`src/rtl/md_cell_pkg.sv`:
```
// Shared constants and types for the cell position RAM read path.
// Word layout is {posz, posy, posx}, 32 bits per axis.
package md_cell_pkg;

   localparam int DATA_WIDTH   = 96;
   localparam int ADDR_WIDTH   = 8;
   localparam int PARTICLE_NUM = 220;

   localparam int POS_W    = 32;
   localparam int POSX_LSB = 0;
   localparam int POSY_LSB = 32;
   localparam int POSZ_LSB = 64;

   typedef enum logic [2:0] {
      IDLE,
      RD_CNT,
      WAIT_CNT,
      STREAM,
      DRAIN,
      DONE
   } state_e;

   function automatic logic [POS_W-1:0] pos_field(
      input logic [DATA_WIDTH-1:0] word,
      input int                    lsb
   );
      return word[lsb +: POS_W];
   endfunction

endpackage

```
`src/rtl/cell_pos_skid_fifo.sv`:
```
// First-word fall-through skid FIFO; the head entry is always visible on dout_o.
// Simultaneous push and pop is accepted in every occupancy, including full.
module cell_pos_skid_fifo #(
   parameter int DEPTH = 4,
   parameter int WIDTH = 104
) (
   input  logic                     clk,
   input  logic                     rst,
   input  logic                     push_i,
   input  logic [WIDTH-1:0]         din_i,
   input  logic                     pop_i,
   output logic [WIDTH-1:0]         dout_o,
   output logic                     full_o,
   output logic                     empty_o,
   output logic [$clog2(DEPTH):0]   count_o
);

   localparam int AW = $clog2(DEPTH);
   localparam logic [AW:0] ONE = (AW+1)'(1);

   logic [WIDTH-1:0] mem_q [DEPTH];
   logic [AW:0]      wptr_q;
   logic [AW:0]      rptr_q;
   logic             wr_en;
   logic             rd_en;

   assign count_o = wptr_q - rptr_q;
   assign empty_o = (count_o == '0);
   assign full_o  = (count_o == (AW+1)'(DEPTH));
   assign rd_en   = pop_i && !empty_o;
   assign wr_en   = push_i && (!full_o || rd_en);
   assign dout_o  = mem_q[rptr_q[AW-1:0]];

   always_ff @(posedge clk) begin
      if (rst) begin
         wptr_q <= '0;
         rptr_q <= '0;
      end else begin
         if (wr_en) wptr_q <= wptr_q + ONE;
         if (rd_en) rptr_q <= rptr_q + ONE;
      end
   end

   always_ff @(posedge clk) begin
      if (wr_en) mem_q[wptr_q[AW-1:0]] <= din_i;
   end

endmodule

```
`src/rtl/cell_pos_streamer.sv`:
```
// Reads the particle count at address 0, then streams words 1..N downstream.
// Reads are throttled so FIFO contents plus reads in flight never exceed the FIFO.
module cell_pos_streamer
   import md_cell_pkg::*;
#(
   parameter int DATA_WIDTH   = md_cell_pkg::DATA_WIDTH,
   parameter int PARTICLE_NUM = md_cell_pkg::PARTICLE_NUM,
   parameter int ADDR_WIDTH   = md_cell_pkg::ADDR_WIDTH,
   parameter int FIFO_DEPTH   = 4
) (
   input  logic                  clk,
   input  logic                  rst,
   input  logic                  start,
   output logic                  busy,
   output logic                  done,
   output logic [ADDR_WIDTH-1:0] particle_count,
   output logic [ADDR_WIDTH-1:0] cell_address,
   output logic                  cell_rden,
   output logic                  cell_wren,
   input  logic [DATA_WIDTH-1:0] cell_q,
   output logic                  out_valid,
   input  logic                  out_ready,
   output logic [DATA_WIDTH-1:0] out_pos,
   output logic [ADDR_WIDTH-1:0] out_pid,
   output logic                  out_last
);

   localparam int CW = $clog2(FIFO_DEPTH) + 1;
   localparam int EW = DATA_WIDTH + ADDR_WIDTH;
   localparam logic [ADDR_WIDTH-1:0] MAX_CNT = ADDR_WIDTH'(PARTICLE_NUM - 1);
   localparam logic [ADDR_WIDTH-1:0] ONE_A   = ADDR_WIDTH'(1);
   localparam logic [ADDR_WIDTH-1:0] TWO_A   = ADDR_WIDTH'(2);

   state_e                state_q;
   logic                  wait_q;
   logic                  busy_q;
   logic                  done_q;
   logic                  rden_q;
   logic [ADDR_WIDTH-1:0] addr_q;
   logic [ADDR_WIDTH-1:0] next_q;
   logic [ADDR_WIDTH-1:0] cnt_q;
   logic [ADDR_WIDTH-1:0] pid0_q;
   logic [ADDR_WIDTH-1:0] pid1_q;
   logic [1:0]            sr_q;

   logic [ADDR_WIDTH-1:0] raw_cnt;
   logic [ADDR_WIDTH-1:0] cnt_c;
   logic [EW-1:0]         head;
   logic                  fifo_full;
   logic                  fifo_empty;
   logic [CW-1:0]         fifo_cnt;
   logic [CW:0]           occ_c;
   logic                  pop_c;
   logic                  room_c;
   logic                  last_c;

   assign raw_cnt = cell_q[ADDR_WIDTH-1:0];
   assign cnt_c   = (raw_cnt > MAX_CNT) ? MAX_CNT : raw_cnt;
   assign pop_c   = !fifo_empty && out_ready;
   assign last_c  = !fifo_empty && (head[EW-1:DATA_WIDTH] == cnt_q);

   // Slots the next read would compete for, crediting this cycle's pop.
   assign occ_c = (CW+1)'(fifo_cnt)
                + (CW+1)'(rden_q)
                + (CW+1)'(sr_q[0])
                + (CW+1)'(sr_q[1])
                - (CW+1)'(pop_c);
   assign room_c = (occ_c < (CW+1)'(FIFO_DEPTH)) && !fifo_full;

   cell_pos_skid_fifo #(
      .DEPTH (FIFO_DEPTH),
      .WIDTH (EW)
   ) u_fifo (
      .clk     (clk),
      .rst     (rst),
      .push_i  (sr_q[1]),
      .din_i   ({pid1_q, cell_q}),
      .pop_i   (pop_c),
      .dout_o  (head),
      .full_o  (fifo_full),
      .empty_o (fifo_empty),
      .count_o (fifo_cnt)
   );

   always_ff @(posedge clk) begin
      if (rst) begin
         state_q <= IDLE;
         wait_q  <= 1'b0;
         busy_q  <= 1'b0;
         done_q  <= 1'b0;
         rden_q  <= 1'b0;
         addr_q  <= '0;
         next_q  <= '0;
         cnt_q   <= '0;
         pid0_q  <= '0;
         pid1_q  <= '0;
         sr_q    <= '0;
      end else begin
         rden_q <= 1'b0;
         done_q <= 1'b0;
         sr_q   <= {sr_q[0],
                    rden_q && (state_q == STREAM || state_q == DRAIN)};
         pid0_q <= addr_q;
         pid1_q <= pid0_q;
         unique case (state_q)
            IDLE: begin
               if (start) begin
                  state_q <= RD_CNT;
                  rden_q  <= 1'b1;
                  addr_q  <= '0;
                  busy_q  <= 1'b1;
               end
            end
            RD_CNT: begin
               state_q <= WAIT_CNT;
               wait_q  <= 1'b0;
            end
            WAIT_CNT: begin
               if (!wait_q) begin
                  wait_q <= 1'b1;
               end else begin
                  cnt_q <= cnt_c;
                  if (cnt_c == '0) begin
                     state_q <= DONE;
                     done_q  <= 1'b1;
                     busy_q  <= 1'b0;
                  end else begin
                     rden_q  <= 1'b1;
                     addr_q  <= ONE_A;
                     next_q  <= TWO_A;
                     state_q <= (cnt_c == ONE_A) ? DRAIN : STREAM;
                  end
               end
            end
            STREAM: begin
               if (room_c) begin
                  rden_q <= 1'b1;
                  addr_q <= next_q;
                  if (next_q == cnt_q) state_q <= DRAIN;
                  else                 next_q  <= next_q + ONE_A;
               end
            end
            DRAIN: begin
               if (pop_c && last_c && sr_q == 2'b00 && !rden_q) begin
                  state_q <= DONE;
                  done_q  <= 1'b1;
                  busy_q  <= 1'b0;
               end
            end
            DONE: begin
               state_q <= IDLE;
            end
            default: begin
               state_q <= IDLE;
            end
         endcase
      end
   end

   assign busy           = busy_q;
   assign done           = done_q;
   assign particle_count = cnt_q;
   assign cell_address   = addr_q;
   assign cell_rden      = rden_q;
   assign cell_wren      = 1'b0;
   assign out_valid      = !fifo_empty;
   assign out_pos        = fifo_empty ? '0 : head[DATA_WIDTH-1:0];
   assign out_pid        = fifo_empty ? '0 : head[EW-1:DATA_WIDTH];
   assign out_last       = last_c;

endmodule

```
`config.mk`:
```
export PLATFORM = sky130hd
export DESIGN_NAME = cell_pos_streamer
export DESIGN_NICKNAME = d
export VERILOG_FILES = /design/src/rtl/md_cell_pkg.sv /design/src/rtl/cell_pos_skid_fifo.sv /design/src/rtl/cell_pos_streamer.sv
export SDC_FILE = /design/constraint.sdc
export NUM_CORES = 1
export LEC_CHECK = 0
export ABC_AREA = 1
export CAP_MARGIN = 20
export CORE_AREA = 4 4 190 192
export DETAILED_ROUTE_END_ITERATION = 8
export DIE_AREA = 0 0 194 196
export PLACE_DENSITY = 0.89
export SLEW_MARGIN = 30
export SYNTH_ARGS = -nofsm -noshare
export SYNTH_HDL_FRONTEND = slang
export SYNTH_HIERARCHICAL = 1
export SYNTH_SLANG_ARGS = --single-unit
```
`constraint.sdc`:
```
create_clock -name clk -period 10.1 [get_ports clk]
set_input_delay 1.01 -clock clk [delete_from_list [all_inputs] [get_ports clk]]
set_output_delay 1.01 -clock clk [all_outputs]
set_load 0.1 [all_outputs]
```
==> results of run 1 <==
-- synth_stat cells (all sizes together) --
| cell type | count | share of area |
|---|---|---|
| inv | 185 | 0.036 |
| clkbuf | 46 | 0.0090 |
| conb | 1 | 0.00020 |
| xnor2 | 7 | 0.0032 |
| o31ai | 2 | 0.00078 |
| and3 | 1 | 0.00033 |
| o21ai | 227 | 0.060 |
| fa | 2 | 0.0021 |
| nand2 | 90 | 0.020 |
| xor2 | 4 | 0.0018 |
| o32ai | 4 | 0.0018 |
| o21bai | 1 | 0.00039 |
| buf | 41 | 0.015 |
| nor3 | 3 | 0.00078 |
| dfxtp | 57 | 0.060 |
| edfxtp | 416 | 0.65 |
| or2 | 2 | 0.00065 |
| ha | 11 | 0.0072 |
| nand3 | 21 | 0.0067 |
| a21boi | 1 | 0.00098 |
| nor2 | 378 | 0.075 |
| a211oi | 3 | 0.0012 |
| o22ai | 104 | 0.034 |
| nand3b | 2 | 0.00078 |
| nand4 | 9 | 0.0033 |
| a21oi | 23 | 0.0074 |
-- layer usage --
layer,global-route usage,up-vias
met3,0.04259,83
met2,0.3855,665
li1,-,6088
met4,0.06641,2
met5,0,-
met1,0.2997,6339
-- how the worst min path moves through the flow --
stage	start	depth (start not counted)	endpoint
2_1_floorplan	pid0_q[0]$_SDFF_PP0_	2	pid1_q[0]$_SDFF_PP0_
3_3_place_gp	pid0_q[3]$_SDFF_PP0_	2	pid1_q[3]$_SDFF_PP0_
3_5_place_dp	pid0_q[7]$_SDFF_PP0_	2	pid1_q[7]$_SDFF_PP0_
5_1_grt	pid0_q[7]$_SDFF_PP0_	2	pid1_q[7]$_SDFF_PP0_
4_1_cts	pid0_q[7]$_SDFF_PP0_	2	pid1_q[7]$_SDFF_PP0_
6_report	pid0_q[7]$_SDFF_PP0_	2	pid1_q[7]$_SDFF_PP0_
-- sequential cells by signal, indices dropped and copies added (netlist names), 3 cells and up, named ones only --
name and flops:
u_fifo/rptr_q 3, pid1_q 8, u_fifo/wptr_q 3, cell_address 8
pid0_q 8, next_q 8, u_fifo/mem_q 416, particle_count 8
state_q 3
-- report_power, final --
part | leakage, nW | total [mW] | internal, mW | switching, mW
registers | 4.21 | 2.18 | 2.15 | 0.0271
clock network | 0.720 | 1.65 | 0.951 | 0.699
logic | 3.46 | 0.359 | 0.113 | 0.246
-- kinds of logic (layout without fill, tap and decap cells) --
family	Yosys count	after routing	share of synthesized area
other	1	4	0.0001957
XOR/XNOR	11	11	0.005027
AO/OA/AOI/OAI	365	365	0.1063
adder cells (fa/ha/maj)	13	13	0.009270
buffers and inverters	272	511	0.06032
AND/OR/NAND/NOR	506	506	0.1075
flip-flops	473	473	0.7113
-- per-stage QoR --
stage	instance area, µm²	worst slack, ns
after global placement	21670	5.240
final	23250	4.527
after global routing	23240	4.280
after detailed placement	21750	5.237
after floorplan	19170	2.678
after CTS	23210	4.601
-- cell type report --
cell class	count	share of cell area
clock inverters	25	0.009635
multi-input cells	896	0.1896
inverters	185	0.03030
well taps	455	0.02449
clock buffers	59	0.05339
repair buffers	242	0.1055
flip-flops and latches	473	0.5868
diodes	3	0.0003229
-- worst max-delay path: cells and delay by family, from the launching register on --
family,cells,cell delay (ns)
buffers and inverters,3,2.25
AO/OA/AOI/OAI,2,0.58
AND/OR/NAND/NOR,3,0.49
flip-flops,1,0.46
XOR/XNOR,1,0.16
-- cells in the final DEF (no fill, tap or decap), types with 16 or more instances in the layout --
master	instances
dfxtp_1	55
nor2_1	371
clkdlybuf4s50_1	223
o22ai_1	104
a21oi_1	16
o21ai_1	29
nand3_1	18
nand2_1	81
inv_1	173
o21ai_0	195
clkbuf_16	47
edfxtp_1	416
==> metrics, run 1 <==
Total GRT Usage=0.2260; first-pass GRT wire length=69410 µm; outcome=finished clean; via count=~13000; DP Cell Count=2250; setup repair bufs after CTS=0; reg-to-reg setup timing slack=5.36 ns; crit-path max cell delay=between 1 and 1.5 ns; Met1 Wirelength=17540 µm; root buf cell=clkbuf_16; Resize count post-CTS=0; mapped cell area=about 19000 µm²; synth unique cells=42; WL met3=4123 µm; Reg-to-Reg End=u_fifo/mem_q[0][42]$_DFFE_PP_; r2r startpoint=u_fifo/wptr_q[0]$_SDFFE_PP0P_; Die X=~190 µm; required time of the critical path=9.09 ns; layout cells sized above 1=0.06862; YS warnings=6; Slew Limit Fails=0; clock sinks=473; Worst Path Arrival=approximately 4.6 ns; vias in the first global route=12920; Fin Setup TNS=0 ns; Avg Vias per Cell=roughly 5.6; DRT Pass-1 Iters=6; Worst VDD drop=about 190 µV; post-synthesis sequential area ratio=0.7113; Slew headroom=0.3088; critical path class=register to output port; initial antenna violation count=4; CTS Buf Count=46; Tot Pwr=4.185 mW; fill cell count=2341; WL/cell=19.42 µm; CTS clk-pin slew, worst paths=roughly 0.060 ns; post-synthesis register bit count=473; metal2 WL=between 20000 and 25000 µm; Top Layer Used=met5; pwr dens=approximately 180 nW/µm²; DRC viols=0; max_cap viols=0; Initial Util=0.5576; total gr overflow=0; Clock Path Buffers=3; worst clock skew=0.01317 ns; CP endpoint kind=output port; worst path cell trace=inv_2 -> buf_4 -> o21ai_0 -> o22ai_1 -> xnor2_1 -> nand2_1 -> nor2_1 -> and3_1 -> clkdlybuf4s50_1; pin count of the biggest net entering global routing=120; area of the multi-input gates=~4400 µm²; hold buffers post-CTS=0; port bufs=~220; shortest period the worst path allows=approximately 5.6 ns; Final #Nets=1957; Detailed Route Iter0 Violations=around 1500; WHS=0.4082 ns; post-route ant nets=0; worst r2r path cells=18; H-tree depth=2; slowest stage cell on the critical path=clkdlybuf4s50_1; GP Congestion=0.9177; Hold Fails Final Rpt=0; Die H=a little under 200 µm; std cell rows=between 60 and 70; Sequential Area=between 10000 and 15000 µm²; RSZ-0062 raised after global routing=no; TritonCTS clock tree=done; Startpoint Class=register; io pins=226; period utilisation layout=0.5518; Avg Inst Size Synth=roughly 12 µm²; Core Util, Final=0.6763; Worst-Skew Late Latency=about 0.54 ns; CP max FO=84; Syn-to-layout area delta=21.29%; CP endpoint=out_last; die area=38020 µm²; leak pwr=approximately 8.4 nW; final-report setup violation count=0; WL final=45410 µm; Core ar.=34370 µm²; half-perimeter wire length after placement=around 27000 µm; Slew @ Worst Pin=about 1.0 ns; Synth Instances=around 1600; Hold WC Path Type=register to register; f_max=179.4 MHz; syn nets=between 1500 and 2000; Cell Count, Final, Fillers Out=2338
Power figures use the tool's default switching activity.
==> run 2, diff against run 1 <==
CORE_AREA = 4 4 201 203   (was 4 4 190 192)
DIE_AREA = 0 0 205 207   (was 0 0 194 196)
PLACE_DENSITY = 0.84   (was 0.89)
clock period = 4.9 ns   (was 10.1 ns; I/O delays follow)
==> metrics, run 2 (synthesis gave the netlist of run 1 again) <==
outcome=finished clean; hold buffers post-CTS=0; CP max FO=49; pin count of the biggest net entering global routing=114; Fin Setup TNS=0 ns; initial antenna violation count=2; max_cap viols=0; reg-to-reg setup timing slack=0.95 ns; Slew @ Worst Pin=0.9853 ns; leak pwr=8.603 nW; via count=~13000; Final #Nets=1960; WHS=0.4016 ns; Cells on Worst Hold Path=2; WL/cell=18.74 µm; DRT Pass-1 Iters=6; root buf cell=clkbuf_16; Resize count post-CTS=0; Detailed Route Iter0 Violations=1118; Slew headroom=0.3411; DRC viols=0; Worst-Skew Late Latency=0.54 ns; setup repair bufs after CTS=0; Startpoint Class=register; Avg Vias per Cell=about 5.4; port bufs=224; total gr overflow=0; Clock Path Buffers=3; io pins=between 200 and 250; fill cell count=2904; WL final=44960 µm; critical path class=register to output port; CP endpoint kind=output port; Hold WC Path Type=register to register; worst r2r path cells=23; max reg flops=416; Worst Path Arrival=between 3 and 4 ns; pwr dens=373.2 nW/µm²; f_max=227.0 MHz; RSZ-0062 raised after global routing=no; period utilisation layout=0.8990; std cell rows=72; final-report setup violation count=0; layout cells sized above 1=0.1245; Die H=207 µm; worst clock skew=around 0.016 ns; met1 Usage GRT=0.2764; post-route ant nets=0; GRT Max-Usage Layer=met2; shortest period the worst path allows=~4.4 ns; Syn-to-layout area delta=20.26%; vias in the first global route=around 13000; H-tree depth=2; Die X=205 µm; die area=42440 µm²; GP Congestion=0.8961; Core ar.=just under 40000 µm²; Total GRT Usage=0.2044; Worst VDD drop=between 200 and 300 µV; most frequent cells in the layout=416 x edfxtp_1, 371 x nor2_1, 195 x o21ai_0; clock sinks=473; Hold Fails Final Rpt=0; TritonCTS clock tree=done; CTS clk-pin slew, worst paths=approximately 0.060 ns; Initial Util=0.4982; met3 Resource Use GR=0.03613; first-pass GRT wire length=~70000 µm; CTS Buf Count=47; most common cell after layout, fill and taps aside=edfxtp_1; half-perimeter wire length after placement=26850 µm; GRT met2 Usage=0.3468; Slew Limit Fails=0; required time of the critical path=4.41 ns
==> run 2: layout make-up <==
type,instances,area (µm²),area share
Clock buffer,51,1211,0.05255
Multi-Input combinational cell,896,4407,0.1912
Inverter,185,704.4,0.03056
Timing Repair Buffer,244,2195,0.09522
Clock inverter,30,237.7,0.01031
Antenna cell,2,5.005,0.0002171
Tap cell,518,648.1,0.02812
Sequential cell,473,13640,0.5918
==> run 2: path summary, 6_finish.rpt <==
kind,from,end
min reg2reg,pid0_q[0]$_SDFF_PP0_,pid1_q[0]$_SDFF_PP0_
max,u_fifo/wptr_q[0]$_SDFFE_PP0P_,out_last
max reg2reg,u_fifo/wptr_q[0]$_SDFFE_PP0P_,next_q[5]$_SDFFE_PP0P_
min,pid0_q[0]$_SDFF_PP0_,pid1_q[0]$_SDFF_PP0_
==> run 2: power by group <==
group | internal, mW | total, mW | switching, mW
registers | 4.43 | 4.49 | 0.0620
logic | 0.230 | 0.719 | 0.489
clock network | 1.98 | 3.39 | 1.41
total | 6.64 | 8.60 | 1.96
==> run 2: per-stage QoR <==
| step | cells | util | worst slack, ns | power (mW) | area (µm²) |
|---|---|---|---|---|---|
| global route | 2399 | 0.5992 | 0.3271 | 8.908 | 23050 |
| finish | 2399 | 0.5992 | 0.4948 | 8.602 | 23050 |
| global placement | 2315 | 0.5608 | 1.046 | 5.277 | 21570 |
| detailed placement | 2315 | 0.5607 | 0.9274 | 5.292 | 21570 |
| floorplan | 1641 | - | -0.7733 | 5.056 | 19180 |
| CTS | 2396 | 0.5983 | 0.3057 | 8.665 | 23020 |
==> run 2: worst max-delay path: stages (launching register included) <==
cell and delay [ns]:
dfxtp_1 0.40, inv_1 0.12, ha_1 0.23, fa_1 0.53, nand2_1 0.09, inv_1 0.15
nand2_4 0.10, inv_4 0.25, buf_4 0.44, buf_16 0.28, nor2_1 0.13, nor2_1 0.10
nor2_1 0.06, and3_1 0.17, buf_4 0.23
==> run 2: per-layer routing <==
| metal | up-vias | part of all wire |
|---|---|---|
| met5 | - | 0 |
| li1 | 6084 | - |
| met1 | 6266 | 0.41 |
| met2 | 512 | 0.50 |
| met3 | 68 | 0.072 |
| met4 | 0 | 0.018 |
